## config.mk

```make
export PLATFORM = sky130hd
export DESIGN_NAME = data_mem_arbiter
export DESIGN_NICKNAME = d
export VERILOG_FILES = /design/src/rtl/mips_mem_pkg.sv /design/src/rtl/arb_priority_pick.sv /design/src/rtl/data_mem_arbiter.sv
export SDC_FILE = /design/constraint.sdc
export NUM_CORES = 1
export LEC_CHECK = 0
export ABC_AREA = 0
export BUFFER_PORTS_ARGS = -buffer_cell sky130_fd_sc_hd__buf_2
export CORE_MARGIN = 4
export CORE_UTILIZATION = 42
export CTS_CLUSTER_DIAMETER = 200
export DETAILED_ROUTE_END_ITERATION = 10
export GPL_ROUTABILITY_DRIVEN = 0
export PLACE_DENSITY = 0.77
export REMOVE_ABC_BUFFERS = 1
export SLEW_MARGIN = 20
export SYNTH_ARGS = -nofsm -noshare
export SYNTH_HDL_FRONTEND = slang
export SYNTH_SLANG_ARGS = --single-unit
```

## constraint.sdc

```tcl
create_clock -name Clock -period 1.75 [get_ports Clock]
set_clock_uncertainty 0.2 [all_clocks]
set_input_delay 0.175 -clock Clock [delete_from_list [all_inputs] [get_ports Clock]]
set_output_delay 0.175 -clock Clock [all_outputs]
set_load 0.03 [all_outputs]
```

## src/rtl/mips_mem_pkg.sv

```systemverilog
`default_nettype none
// ============================================================================
// Module      : mips_mem_pkg
// Description : Shared FSM type and port-index constants for data_mem_arbiter
// Revision    : 1.0 - initial release
// ============================================================================
package mips_mem_pkg;

  typedef enum logic [1:0] {
    IDLE   = 2'd0,
    ACCESS = 2'd1,
    RESP   = 2'd2
  } arb_state_t;

  localparam int DEFAULT_MEM_DEPTH = 64;

  localparam int PORT_IFETCH = 0;
  localparam int PORT_LDST   = 1;

endpackage
`default_nettype wire

```

## src/rtl/arb_priority_pick.sv

```systemverilog
`default_nettype none
// ============================================================================
// Module      : arb_priority_pick
// Description : Two-port winner selection; the pointer names the port that
//               wins a tie. Purely combinational, one-hot grant.
// Revision    : 1.0 - initial release
// ============================================================================
module arb_priority_pick
  import mips_mem_pkg::*;
(
  input  logic       i_req0,
  input  logic       i_req1,
  input  logic       i_ptr,
  output logic [1:0] o_grant
);

  always_comb begin
    o_grant = 2'b00;
    if (i_req0 && i_req1) begin
      if (i_ptr == 1'(PORT_LDST)) begin
        o_grant[PORT_LDST] = 1'b1;
      end else begin
        o_grant[PORT_IFETCH] = 1'b1;
      end
    end else begin
      o_grant[PORT_IFETCH] = i_req0;
      o_grant[PORT_LDST]   = i_req1;
    end
  end

endmodule
`default_nettype wire

```

## src/rtl/data_mem_arbiter.sv

```systemverilog
`default_nettype none
// ============================================================================
// Module      : data_mem_arbiter
// Description : Arbitrates instruction-fetch (port 0) and load/store (port 1)
//               requesters onto one data memory; IDLE/ACCESS/RESP per access.
//               ARB_ROUND_ROBIN_EN selects round-robin tie resolution,
//               otherwise port 1 always wins a tie.
// Revision    : 1.0 - initial release
// ============================================================================
module data_mem_arbiter
  import mips_mem_pkg::*;
#(
  parameter int DATA_W    = 32,
  parameter int ADDR_W    = 32,
  parameter int MEM_DEPTH = DEFAULT_MEM_DEPTH
) (
  input  logic              Clock,
  input  logic              ResetN,
  input  logic              Req0,
  input  logic              Req1,
  input  logic              Write0,
  input  logic              Write1,
  input  logic [ADDR_W-1:0] Address0,
  input  logic [ADDR_W-1:0] Address1,
  input  logic [DATA_W-1:0] WriteData0,
  input  logic [DATA_W-1:0] WriteData1,
  output logic              Ack0,
  output logic              Ack1,
  output logic              Err0,
  output logic              Err1,
  output logic [DATA_W-1:0] ReadData0,
  output logic [DATA_W-1:0] ReadData1,
  output logic              MemRead,
  output logic              MemWrite,
  output logic [ADDR_W-1:0] MemAddress,
  output logic [DATA_W-1:0] MemWriteData,
  input  logic [DATA_W-1:0] MemReadData
);

  arb_state_t        r_state;
  logic              r_winner;
  logic              r_write;
  logic [ADDR_W-1:0] r_addr;
  logic [DATA_W-1:0] r_wdata;
  logic [DATA_W-1:0] r_rdata0;
  logic [DATA_W-1:0] r_rdata1;

  logic [1:0]        w_grant;
  logic              w_ptr;
  logic              w_in_range;
  logic              w_access;
  logic [DATA_W-1:0] w_load_data;

`ifdef ARB_ROUND_ROBIN_EN
  logic r_ptr;

  // Tie priority moves to whichever port did not win the last grant.
  always_ff @(posedge Clock) begin
    if (!ResetN) begin
      r_ptr <= 1'(PORT_IFETCH);
    end else if ((r_state == IDLE) && (|w_grant)) begin
      r_ptr <= ~w_grant[PORT_LDST];
    end
  end

  assign w_ptr = r_ptr;
`else
  assign w_ptr = 1'(PORT_LDST);
`endif

  arb_priority_pick u_pick (
    .i_req0  (Req0),
    .i_req1  (Req1),
    .i_ptr   (w_ptr),
    .o_grant (w_grant)
  );

  assign w_in_range  = (r_addr < ADDR_W'(MEM_DEPTH));
  assign w_access    = (r_state == ACCESS) && w_in_range;
  assign w_load_data = w_in_range ? MemReadData : '0;

  always_ff @(posedge Clock) begin
    if (!ResetN) begin
      r_state  <= IDLE;
      r_winner <= 1'(PORT_IFETCH);
      r_write  <= 1'b0;
      r_addr   <= '0;
      r_wdata  <= '0;
      r_rdata0 <= '0;
      r_rdata1 <= '0;
    end else begin
      case (r_state)
        IDLE: begin
          if (w_grant[PORT_LDST]) begin
            r_state  <= ACCESS;
            r_winner <= 1'(PORT_LDST);
            r_write  <= Write1;
            r_addr   <= Address1;
            r_wdata  <= WriteData1;
          end else if (w_grant[PORT_IFETCH]) begin
            r_state  <= ACCESS;
            r_winner <= 1'(PORT_IFETCH);
            r_write  <= Write0;
            r_addr   <= Address0;
            r_wdata  <= WriteData0;
          end
        end
        ACCESS: begin
          r_state <= RESP;
          if (!r_write) begin
            if (r_winner == 1'(PORT_LDST)) begin
              r_rdata1 <= w_load_data;
            end else begin
              r_rdata0 <= w_load_data;
            end
          end
        end
        RESP: begin
          r_state <= IDLE;
        end
        default: begin
          r_state <= IDLE;
        end
      endcase
    end
  end

  // Memory bus is forced to zero outside an in-range ACCESS cycle.
  assign MemRead      = w_access && !r_write;
  assign MemWrite     = w_access && r_write;
  assign MemAddress   = w_access ? r_addr : '0;
  assign MemWriteData = (w_access && r_write) ? r_wdata : '0;

  assign Ack0 = (r_state == RESP) && (r_winner == 1'(PORT_IFETCH));
  assign Ack1 = (r_state == RESP) && (r_winner == 1'(PORT_LDST));
  assign Err0 = Ack0 && !w_in_range;
  assign Err1 = Ack1 && !w_in_range;

  assign ReadData0 = r_rdata0;
  assign ReadData1 = r_rdata1;

endmodule
`default_nettype wire

```

==> results of run 1 <==
-- what timing repair did --
| item | 4_1_cts | 5_1_grt |
|---|---|---|
| resized for setup | 157 | 128 |
| hold endpoints to repair | 130 | 0 |
| setup buffers | 8 | 4 |
| pin swaps | 50 | 38 |
| hold buffers | 164 | 0 |
| cloned | 4 | 3 |
| endpoints found under the setup margin | 107 | 109 |
-- kinds of logic (layout without fill, tap and decap cells) --
family	count (synthesis)	after routing	synth area share (%)
AO/OA/AOI/OAI	131	131	19.1
buffers and inverters	92	512	7.92
flip-flops	132	132	44.0
multiplexers	65	65	10.8
other	1	26	0.0625
AND/OR/NAND/NOR	225	225	18.0
-- registers in the layout, summed over array words and instances (netlist names) --
register	flops
ReadData1	32
r_winner	1
r_addr	32
r_write	1
r_state	2
ReadData0	32
r_wdata	32
-- routing by layer --
metal  track usage (%)  routed length, um
met2              52.2              13900
met3              6.65               1950
met5                 0                  0
met4              15.0               1410
met1              28.9               8750
-- synth_stat cells (all sizes together) --
library cell  number  area, um2
clkbuf            48        180
nor3               1       5.00
nor2               3       11.3
nor4               7       50.1
nor3b              1       7.51
nand3             66        330
and2              36        225
a22oi              1       7.51
conb               1       3.75
mux2i             65        651
nand2b             1       6.26
o31ai             64        480
o21a               1       7.51
or2                1       6.26
o211a             65        651
and3               6       37.5
dfxtp            132       2640
and3b              1       8.76
inv                1       3.75
nand2             98        368
nor2b              2       12.5
nand4              1       6.26
or3                1       6.26
buf               43        292
-- power groups by stage --
stage,logic [uW],clock network (uW),registers [uW]
floorplan,570,0,3310
global placement,1040,0,3340
detailed placement,1060,0,3340
CTS,1450,3490,3300
global route,1730,3660,3340
finish,1610,3500,3330
-- per-stage QoR --
step	setup TNS (ns)	util, %	setup WS, ns	hold WS [ns]
after floorplan	-184.14	-	-1.52	0.0967
final	-58.15	81.6	-0.735	-0.0618
after global placement	-31.92	54.7	-0.385	0.250
after detailed placement	-36.68	54.7	-0.433	0.254
after global routing	-68.74	81.6	-0.823	0.00295
after CTS	-56.53	76.2	-0.707	0.262
-- cell type report --
type | instances | share of cell area [%]
Clock inverter | 9 | 0.924
Clock buffer | 22 | 4.08
Inverter | 1 | 0.0330
Sequential cell | 132 | 23.3
Multi-Input combinational cell | 447 | 35.0
Tap cell | 180 | 1.98
Timing Repair Buffer | 480 | 34.7
-- worst min-delay path, cell delays in order --
cell and delay [ns]:
buf_2 0.08, mux2i_1 0.06, nand2_1 0.07, o211a_1 0.14
-- final timing paths --
kind	to	slack [ns]	cells past startpoint
setup / recovery	MemWriteData[17]	-0.74	7
hold / removal	r_addr[2]$_SDFFE_PN0P_	-0.06	4
setup reg to reg	ReadData0[28]$_SDFFE_PN0P_	-0.65	9
hold reg to reg	ReadData1[25]$_SDFFE_PN0P_	0.29	2
==> metrics, run 1 <==
crit path max fanout 17; # IOs 300; final worst slack -0.735 ns; area of the die 16300 um2; Least-Margin Pin Slew 0.502 ns; cell family with most CP delay simple AND/OR/NAND/NOR gates; Synth Register Bits 132; global route total overflow 0; MaxCap Viol Count 0; initial antenna violation count 0; Leak 0.00559 uW; Worst Path Arrival 2.11 ns; Slew Limit Headroom 66.5%; core area 13900 um2; Final HPWL DP 11.8 mm; worst-path cell chain nor4_4 > nand3_2 > nor4_4 > buf_6 > buf_12 > and2_1 > buf_6; FMAX 402 MHz; NumNets Final 1245; Cell Rows 43; final setup fails 106; internal power 6160 uW; residual DRC count 0; crit path time final 2.49 ns; most common cell after layout, fill and taps aside buf_2; required time of the critical path 1.37 ns; Worst Setup SP r_addr[24]$_SDFFE_PN0P_; DR WL/cell 20.5 um; RSZ-0062 raised after global routing yes; crit path buf inv count 3; CP max-delay cell dfxtp_2; Yosys warnings 0; Die Y 128 um; crit end category output pin; post-route ant nets 0; Via density 5.49; Clk pwr share 41.5%; Final Instance Area 11400 um2; Area Overhead vs Synth 89.6%; maximum clock path buffer count 2; Power Total 8450 uW; final hold vios 2; Setup CP Type reg -> out; initial core utilization 43.1%; switching part of the total 27.1%; # fillers 730; drt total wl 26.0 mm; H-tree level count 4; chip width 128 um; startpoint class of the critical path flop; worst hold start Address0[2]; status finished, violations left; Seq. cell area 2650 um2; wire length of the first global-routing pass 36.5 mm; Placed Area 7620 um2; fin crit share 142%; Net Switching 2290 uW; CTS clk-pin slew, worst paths 0.05 ns; CTS Buf Count 17; Max stage delay on crit path 0.33 ns; multi-input logic area 3980 um2; Peak supply drop 0.000638 V; fin. max-slew vios 0; Pwr Density 742 nW/um2; hold_ws -0.0618 ns; reg2reg start r_addr[12]$_SDFFE_PN0P_; n_diodes 0; DRT iter0 DRCs 458; share of layout cells above drive strength 1 42.4%; later-pin clock latency in the skew report 0.42 ns; DP Cell Count 1063; Post-Synthesis Cells 646; post-synthesis cell area 6000 um2; worst hold path type in -> reg; share of total power in combinational logic 19.1%; vias in the first global route 7191; vias 6972; number of port buffers 273; Syn Area/Cell 9.29 um2; synth unique cells 28; TritonCTS clock tree done; largest net degree at the start of global routing 65; failing checks negative hold slack, negative setup slack; Sink Count 132; Sequential Power Share 39.4%; Pre-antenna DRT Iters 7; Global Route Usage Sum 28.1%; commonest non-fill, non-tap cells in the layout buf_2 (228), dlygate4sd3_1 (162), dfxtp_1 (126), nand2_1 (98), o211a_1 (65); fin cells 1271; post-synthesis sequential area ratio 44.0%; root buffer cell clkbuf_16
Note: power is estimated with default switching activity, not from simulation.
==> inputs of run 2 (changes only) <==
--- a/config.mk
+++ b/config.mk
@@ -8,11 +8,11 @@
 export ABC_AREA = 0
 export BUFFER_PORTS_ARGS = -buffer_cell sky130_fd_sc_hd__buf_2
 export CORE_MARGIN = 4
-export CORE_UTILIZATION = 42
+export CORE_UTILIZATION = 45
 export CTS_CLUSTER_DIAMETER = 200
 export DETAILED_ROUTE_END_ITERATION = 10
 export GPL_ROUTABILITY_DRIVEN = 0
-export PLACE_DENSITY = 0.77
+export PLACE_DENSITY = 0.79
 export REMOVE_ABC_BUFFERS = 1
 export SLEW_MARGIN = 20
 export SYNTH_ARGS = -nofsm -noshare
==> constraint.sdc (replaced) <==
create_clock -name Clock -period 3.2 [get_ports Clock]
set_clock_uncertainty 0.2 [all_clocks]
set_input_delay 0.32 -clock Clock [delete_from_list [all_inputs] [get_ports Clock]]
set_output_delay 0.32 -clock Clock [all_outputs]
set_load 0.03 [all_outputs]
==> run 2 against run 1 <==
  * The run now ends clean
  * Critical path depth shrank 2
  * Count of clock-buffer cells in the layout up 2
  * Total power is 49% lower
  * Core utilization fell by 17 points
  * Sequential cell count did not move
  * Global-route usage decreased by 6.1 points
  * Via count fell by 19%
  * Largest cell class unchanged
  * Highest routed layer unchanged
==> metrics, run 2 (synthesized netlist as in run 1, its figures left out) <==
status completed; share of layout cells above drive strength 1 34.2% (-8.2 points); Global Route Usage Sum 22.0% (-6.1 points); H-tree level count 4 (unchanged); Pre-antenna DRT Iters 4 (-3); CTS clk-pin slew, worst paths 0.05 ns (about the same); area of the die 15200 um2 (-6.3%); TritonCTS clock tree done; post-route ant nets 0 (unchanged); # IOs 300 (unchanged); most common cell after layout, fill and taps aside buf_2; largest net degree at the start of global routing 70 (+7.7%); residual DRC count 0 (unchanged); vias in the first global route 5438 (-24%); Pwr Density 518 nW/um2 (-30%); reg2reg start r_addr[18]$_SDFFE_PN0P_; crit path time final 2.85 ns; commonest non-fill, non-tap cells in the layout buf_2 (271), dfxtp_1 (132), nand2_1 (98); fin. max-slew vios 0 (unchanged); initial core utilization 46.8% (+3.7 points); MaxCap Viol Count 0 (unchanged); DRT iter0 DRCs 397 (-13%); initial antenna violation count 0 (unchanged); fin crit share 88.9%; core area 12800 um2 (-8.0%); Slew Limit Headroom 56.1% (-10 points); Reg2Reg Setup Slack 0.70 ns (+1.35 ns); DR WL/cell 15.8 um (-23%); worst hold path type in -> reg; Sink Count 132 (unchanged); FMAX 351 MHz; chip width 123 um (-3.2%); later-pin clock latency in the skew report 0.42 ns (about the same); Worst Path Arrival 2.33 ns (+0.22 ns); Cell Rows 41 (-4.7%); startpoint class of the critical path flop; Final Instance Area 8260 um2 (-27%); Hold Path Sink r_addr[3]$_SDFFE_PN0P_; NumNets Final 1079 (-13%); Peak supply drop 0.000470 V (-26%); Place WS 0.731 ns (+1.16 ns); Area Overhead vs Synth 37.7%; number of port buffers 273 (unchanged); root buffer cell clkbuf_16; Die Y 123 um (-3.2%); wire length of the first global-routing pass 26.3 mm (-28%); crit end category output pin; Least-Margin Pin Slew 0.659 ns (+0.156 ns); FF-to-FF End ReadData0[7]$_SDFFE_PN0P_; RSZ-0062 raised after global routing no; final worst slack 0.354 ns (+1.09 ns); Placed Area 7340 um2 (-3.7%); maximum clock path buffer count 2 (unchanged); Leak 0.00454 uW (-19%); required time of the critical path 2.68 ns (+1.31 ns); # fillers 1083 (+48%); final setup fails 0 (-100%); Via density 5.15 (-6.1%); Final HPWL DP 12.0 mm (+1.6%); Setup CP Type reg -> out; global route total overflow 0 (unchanged); hold-critical path depth 4 (unchanged); worst hold start Address0[3]; crit path max fanout 24 (+7); final hold vios 0 (-2); drt total wl 17.3 mm (-33%); vias 5661 (-19%); R2R depth 5 (-4); CTS Buf Count 17 (unchanged)
-- run 2: cell types whose count changed in the layout (fill, tap and decap cells not counted), sizes merged --
cell / change
buf: -33
dlygate4sd3: -130
diode: +1
clkbuf: -1
clkinvlp: +2
clkinv: -3
-- run 2: power by group --
| part | internal [uW] | switching (uW) |
|---|---|---|
| combinational | 251 | 314 |
| clock | 1240 | 674 |
| sequential | 1740 | 54.4 |
-- run 2: worst max-delay path, cell delays in order, from the launching register on --
cell	delay (ns)
dfxtp_1	0.31
nor4_1	0.35
nand3_1	0.25
or2_2	0.52
nor3_1	0.24
buf_2	0.23
-- run 2: what timing repair did --
| item | 4_1_cts | 5_1_grt |
|---|---|---|
| hold buffers | 32 | 0 |
| hold endpoints to repair | 62 | 0 |
| buffers inserted | 0 | 0 |
| gates resized for setup | 0 | 0 |
-- run 2: cell type report --
| type | instances | area [um2] | share of cell area, % |
|---|---|---|---|
| Multi-Input combinational cell | 447 | 3000 | 36.3 |
| Sequential cell | 132 | 2640 | 32.0 |
| Clock inverter | 8 | 97.6 | 1.18 |
| Tap cell | 172 | 215 | 2.60 |
| Antenna cell | 1 | 2.50 | 0.0303 |
| Inverter | 1 | 3.75 | 0.0454 |
| Clock buffer | 24 | 502 | 6.07 |
| Timing Repair Buffer | 314 | 1800 | 21.7 |
-- run 2: layer usage --
| metal | GRT usage, % | vias to the layer above | wire length (um) |
|---|---|---|---|
| met3 | 5.26 | 36 | 1120 |
| met5 | 0 | - | 0 |
| met2 | 38.3 | 214 | 8820 |
| li1 | - | 2808 | - |
| met1 | 24.8 | 2603 | 6830 |
| met4 | 11.8 | 0 | 561 |
-- run 2: worst max path at each step --
stage,startpoint,end,slack [ns]
floorplan,r_state[1]$_SDFFE_PN0P_,r_addr[0]$_SDFFE_PN0P_,-0.07
global route,r_addr[12]$_SDFFE_PN0P_,MemRead,0.12
CTS,r_addr[18]$_SDFFE_PN0P_,MemRead,0.27
global placement,r_addr[18]$_SDFFE_PN0P_,MemRead,0.75
detailed placement,r_addr[18]$_SDFFE_PN0P_,MemRead,0.73
finish,r_addr[18]$_SDFFE_PN0P_,MemRead,0.35
-- run 2: metrics by stage --
| stage | total power (uW) | cells | hold slack (ns) | utilization, % | setup TNS, ns |
|---|---|---|---|---|---|
| floorplan | 2120 | 580 | 0.242 | - | -4.53 |
| global placement | 2350 | 1034 | 0.250 | 57.2 | 0 |
| detailed placement | 2360 | 1034 | 0.254 | 57.2 | 0 |
| CTS | 4320 | 1098 | 0.0304 | 64.4 | 0 |
| global route | 4460 | 1098 | 0.0583 | 64.4 | 0 |
| finish | 4280 | 1099 | 0.0494 | 64.4 | 0 |
